`src/rtl/nibble_serial_add_ctrl_pkg.sv`:
```
// nibble_serial_add_ctrl_pkg: shared state encoding and sizing constants for the nibble-serial adder
package nibble_serial_add_ctrl_pkg;
   typedef enum logic [1:0] {IDLE, RUN, DONE} state_t;
   localparam int SLICE_W = 4;
   localparam int NIBBLES_DEF = 4;
endpackage

```
`src/rtl/nibble_serial_add_ctrl_adder_slice4.sv`:
```
// adder_slice4: 4-bit ripple-carry slice built from 1-bit full adders
module adder_slice4
   import nibble_serial_add_ctrl_pkg::*;
(
   input  logic [SLICE_W-1:0] a,
   input  logic [SLICE_W-1:0] b,
   input  logic               carryin,
   output logic [SLICE_W-1:0] sum,
   output logic               carryout,
   output logic               carry_into_msb
);
   logic [SLICE_W:0] c;
   assign c[0] = carryin;
   for (genvar i = 0; i < SLICE_W; i++) begin : g_fa
      assign sum[i]   = a[i] ^ b[i] ^ c[i];
      assign c[i+1]   = (a[i] & b[i]) | (c[i] & (a[i] ^ b[i]));
   end
   assign carryout       = c[SLICE_W];
   assign carry_into_msb = c[SLICE_W-1];
endmodule

```
`src/rtl/nibble_serial_add_ctrl.sv`:
```
// nibble_serial_add_ctrl: time-multiplexes one 4-bit adder slice to add two W-bit operands
// one nibble per cycle, with valid/ready handshakes on both sides and abort support.
module nibble_serial_add_ctrl
   import nibble_serial_add_ctrl_pkg::*;
#(
   parameter int NIBBLES = NIBBLES_DEF
) (
   input  logic                       clk,
   input  logic                       reset,
   input  logic                       in_valid,
   output logic                       in_ready,
   input  logic [SLICE_W*NIBBLES-1:0] a,
   input  logic [SLICE_W*NIBBLES-1:0] b,
   input  logic                       abort,
   output logic                       out_valid,
   input  logic                       out_ready,
   output logic [SLICE_W*NIBBLES-1:0] sum,
   output logic                       carryout,
   output logic                       overflow,
   output logic                       busy
);
   localparam int W  = SLICE_W * NIBBLES;
   localparam int CW = NIBBLES > 1 ? $clog2(NIBBLES) : 1;
   state_t state;
   logic [W-1:0] a_q, b_q;
   logic [CW-1:0] cnt;
   logic carry;
   logic [SLICE_W-1:0] s_sum;
   logic s_co, s_c3;
   adder_slice4 u_slice (
      .a              (a_q[SLICE_W*int'(cnt) +: SLICE_W]),
      .b              (b_q[SLICE_W*int'(cnt) +: SLICE_W]),
      .carryin        (carry),
      .sum            (s_sum),
      .carryout       (s_co),
      .carry_into_msb (s_c3)
   );
   assign in_ready  = state == IDLE;
   assign busy      = state == RUN;
   assign out_valid = state == DONE;
   always_ff @(posedge clk) begin
      if (reset) begin
         state    <= IDLE;
         a_q      <= '0;
         b_q      <= '0;
         cnt      <= '0;
         carry    <= 1'b0;
         sum      <= '0;
         carryout <= 1'b0;
         overflow <= 1'b0;
      end else begin
         case (state)
            IDLE: if (in_valid) begin
               a_q   <= a;
               b_q   <= b;
               cnt   <= '0;
               carry <= 1'b0;
               state <= RUN;
            end
            RUN: if (abort) begin
               carryout <= 1'b0;
               overflow <= 1'b0;
               state    <= IDLE;
            end else begin
               sum[SLICE_W*int'(cnt) +: SLICE_W] <= s_sum;
               carry <= s_co;
               cnt   <= cnt + 1'b1;
               // signed overflow is judged only on the most significant slice
               if (cnt == CW'(NIBBLES - 1)) begin
                  carryout <= s_co;
                  overflow <= s_co ^ s_c3;
                  state    <= DONE;
               end
            end
            DONE: if (out_ready) state <= IDLE;
            default: state <= IDLE;
         endcase
      end
   end
endmodule

```
`config.mk`:
```
export PLATFORM = sky130hd
export DESIGN_NAME = nibble_serial_add_ctrl
export DESIGN_NICKNAME = d
export VERILOG_FILES = /design/src/rtl/nibble_serial_add_ctrl_pkg.sv /design/src/rtl/nibble_serial_add_ctrl_adder_slice4.sv /design/src/rtl/nibble_serial_add_ctrl.sv
export SDC_FILE = /design/constraint.sdc
export NUM_CORES = 1
export LEC_CHECK = 0
export ABC_AREA = 1
export BUFFER_PORTS_ARGS = -buffer_cell sky130_fd_sc_hd__buf_2
export CORE_MARGIN = 2
export CORE_UTILIZATION = 40
export CTS_BUF_LIST = sky130_fd_sc_hd__clkbuf_2 sky130_fd_sc_hd__clkbuf_4 sky130_fd_sc_hd__clkbuf_8
export CTS_CLUSTER_SIZE = 8
export DETAILED_ROUTE_END_ITERATION = 6
export REMOVE_ABC_BUFFERS = 1
export SLEW_MARGIN = 10
export SYNTH_ARGS = -nofsm -noshare
export SYNTH_HDL_FRONTEND = slang
export SYNTH_SLANG_ARGS = --single-unit
```
`constraint.sdc`:
```
create_clock -name clk -period 4.1 [get_ports clk]
set_clock_uncertainty 0.05 [all_clocks]
set_input_delay 0.205 -clock clk [delete_from_list [all_inputs] [get_ports clk]]
set_output_delay 0.205 -clock clk [all_outputs]
set_load 0.01 [all_outputs]
```
==> metrics.md <==
| Metric | Value |
|---|---|
| #FFs+latches synth | `55` |
| WL/cell | `10.7 um` |
| Worst-skew pair later-pin latency | `0.30 ns` |
| Place WS | `0.914 ns` |
| Die X | `85.2 um` |
| Max cap viols | `0` |
| Fin nets | `489` |
| Htree depth | `2` |
| Status | `finished, final reports clean` |
| Post-Synthesis Mean Instance Area | `6.74 um2` |
| Net Sw Frac | `28.3%` |
| Number of gates resized after cts | `0` |
| Critical path endpoint category | `flop` |
| Boundary Pins | `58` |
| Num Clock Sinks | `55` |
| Crit-path max FO | `12` |
| Gpl congestion | `0.877` |
| Layout area overhead | `15.9%` |
| Final worst slack | `0.938 ns` |
| Mapped Area | `0.00264 mm2` |
| Layout cells sized above 1 | `15.8%` |
| Antenna fix cells | `0` |
| DIE AREA | `0.00726 mm2` |
| Final period util | `77.1%` |
| Crit start category | `flop` |
| Gate Count Post-Synth | `391` |
| Hpwl dp | `4190 um` |
| RSZ-0062 raised after global routing | `no` |
| VDD IR max | `179 uV` |
| Min-delay worst type | `in -> reg` |
| DR vias | `2,368` |
| Final setup vio count | `0` |
| Max Slew Vio Count | `0` |
| Drt drc | `0` |
| ANT nets after route | `0` |
| Row Count | `29` |
| Core ar. | `0.00635 mm2` |
| Worst EP arrival | `3.36 ns` |
| DR pass1 iterations | `4` |
| WP data required | `4.30 ns` |
| Power Dens Cells | `382 mW/mm2` |
| Min Tclk post-route | `3.16 ns` |
| CTS max path bufs | `2` |
| Rel. slew slack | `68.9%` |
| Yosys cell types | `19` |
| Final hold viol count | `0` |
| Peak Freq | `0.316 GHz` |
| Post-CTS setup buffers | `0` |
| Overflow after GRT | `0` |
| Yosys warns | `0` |
| Register area share after synthesis | `41.8%` |
| TritonCTS buffer count | `5` |
| Vias in the first global route | `2,226` |
| Internal power | `837 uW` |
| Clk root buf | `clkbuf_8` |
| Die height | `85.2 um` |
| Clock-pin transition on the worst setup and hold timing paths | `0.09 ns` |
| Leak pwr | `0.00148 uW` |
| Setup_tns | `0 ns` |
| Initial antenna violation count | `0` |
| Seq pwr share | `50.3%` |
| First-pass GRT wire length | `9780 um` |
| GR Util All Layers | `16.4%` |
| Most frequent cells in the layout | `nor2_1, nand2_1, buf_2` |
| PortBufs | `57` |
| Least-Margin Pin Slew | `0.466 ns` |
| Hold_buf cts | `0` |
| Classification of the worst setup path | `reg -> reg` |
| Net Sw Power | `330 uW` |
| First DRT Iteration DRCs | `90` |
| Leading cell type in the layout, fill and taps excluded | `nor2_1` |
| Combinational Power Share | `19.5%` |
| Initial Utilization | `41.5%` |
| Clock Power Share | `30.2%` |
| Routed WL | `5570 um` |
| CTS tree | `yes` |
| Via density | `4.56` |
| Largest net degree at the start of global routing | `41` |
critical path, stage by stage, from the launching register on:
cell and delay, ns:
dfxtp_1 0.56, clkinv_1 0.37, a21oi_1 0.28, fa_1 0.22, fa_1 0.16, inv_1 0.05, fa_1 0.38, inv_1 0.10
fa_1 0.44, nor2_1 0.20, nand3_1 0.10, nand2_1 0.08, nand2_1 0.04, nor2_1 0.08
area by class of cell:
class	count	area (um2)
Fill cell	705	3290
Sequential cell	55	1100
Inverter	37	139
Timing Repair Buffer	59	300
Tap cell	77	96.3
Clock inverter	1	30.0
Multi-Input combinational cell	284	1310
Clock buffer	6	76.3
cell usage after synthesis:
master	instances	area share (%)
nor2_4	2	0.85
a21oi_1	16	3.0
nand2_4	1	0.43
clkinv_1	2	0.28
nor3_1	2	0.38
fa_1	4	3.0
o21ai_0	50	9.5
buf_6	2	0.85
nand2_1	59	8.4
inv_2	1	0.14
buf_4	2	0.57
inv_1	34	4.8
nand3_1	14	2.7
o22ai_1	2	0.47
clkbuf_1	8	1.1
ha_1	6	2.8
nor2_1	128	18
buf_2	3	0.57
dfxtp_1	55	42
per-stage QoR:
step	cells	total power [uW]	area (um2)	utilization, %	hold WS, ns
6_report	519	1170	3060	48.1	0.0448
5_1_grt	519	1240	3060	48.1	0.0429
4_1_cts	519	1180	3060	48.1	0.0332
3_5_place_dp	512	831	2950	46.5	0.366
3_3_place_gp	512	828	2950	46.5	0.373
2_1_floorplan	376	757	2550	-	0.224
state kept, by name, indices dropped and copies added (netlist names):
signal,cells
a_q,16
b_q,16
sum,16
cnt,2
state,2
carry,1
carryout,1
overflow,1
layer usage:
layer | track usage [%] | vias up | wire, um
met4 | 5.77 | 0 | 62
met1 | 20.7 | 990 | 2700
li1 | - | 1323 | -
met3 | 3.21 | 7 | 251
met5 | 0 | - | 0
met2 | 28.1 | 48 | 2550
worst paths after layout:
| kind | start | end | slack, ns | cells past startpoint |
|---|---|---|---|---|
| worst max-delay path | cnt[1] | sum[7] | 0.94 | 13 |
| worst min-delay path | reset | state[0] | 0.04 | 2 |
| worst max register to register | cnt[1] | sum[7] | 0.94 | 13 |
| worst min register to register | b_q[1] | b_q[1] | 0.41 | 2 |
kinds of logic after synthesis:
logic type	count (synthesis)	share of synthesized area (%)
buf+inv	52	8.40
flops	55	41.8
simple gates	206	30.9
fa+ha+maj	10	5.89
compound gates	68	13.0
power groups by stage:
stage / combinational (uW) / clock, uW / sequential (uW)
final: 227 / 352 / 587
after CTS: 231 / 363 / 588
after global routing: 265 / 384 / 593
after detailed placement: 230 / 0 / 601
after global placement: 228 / 0 / 601
after floorplan: 155 / 0 / 602
Power figures use the tool's default switching activity.
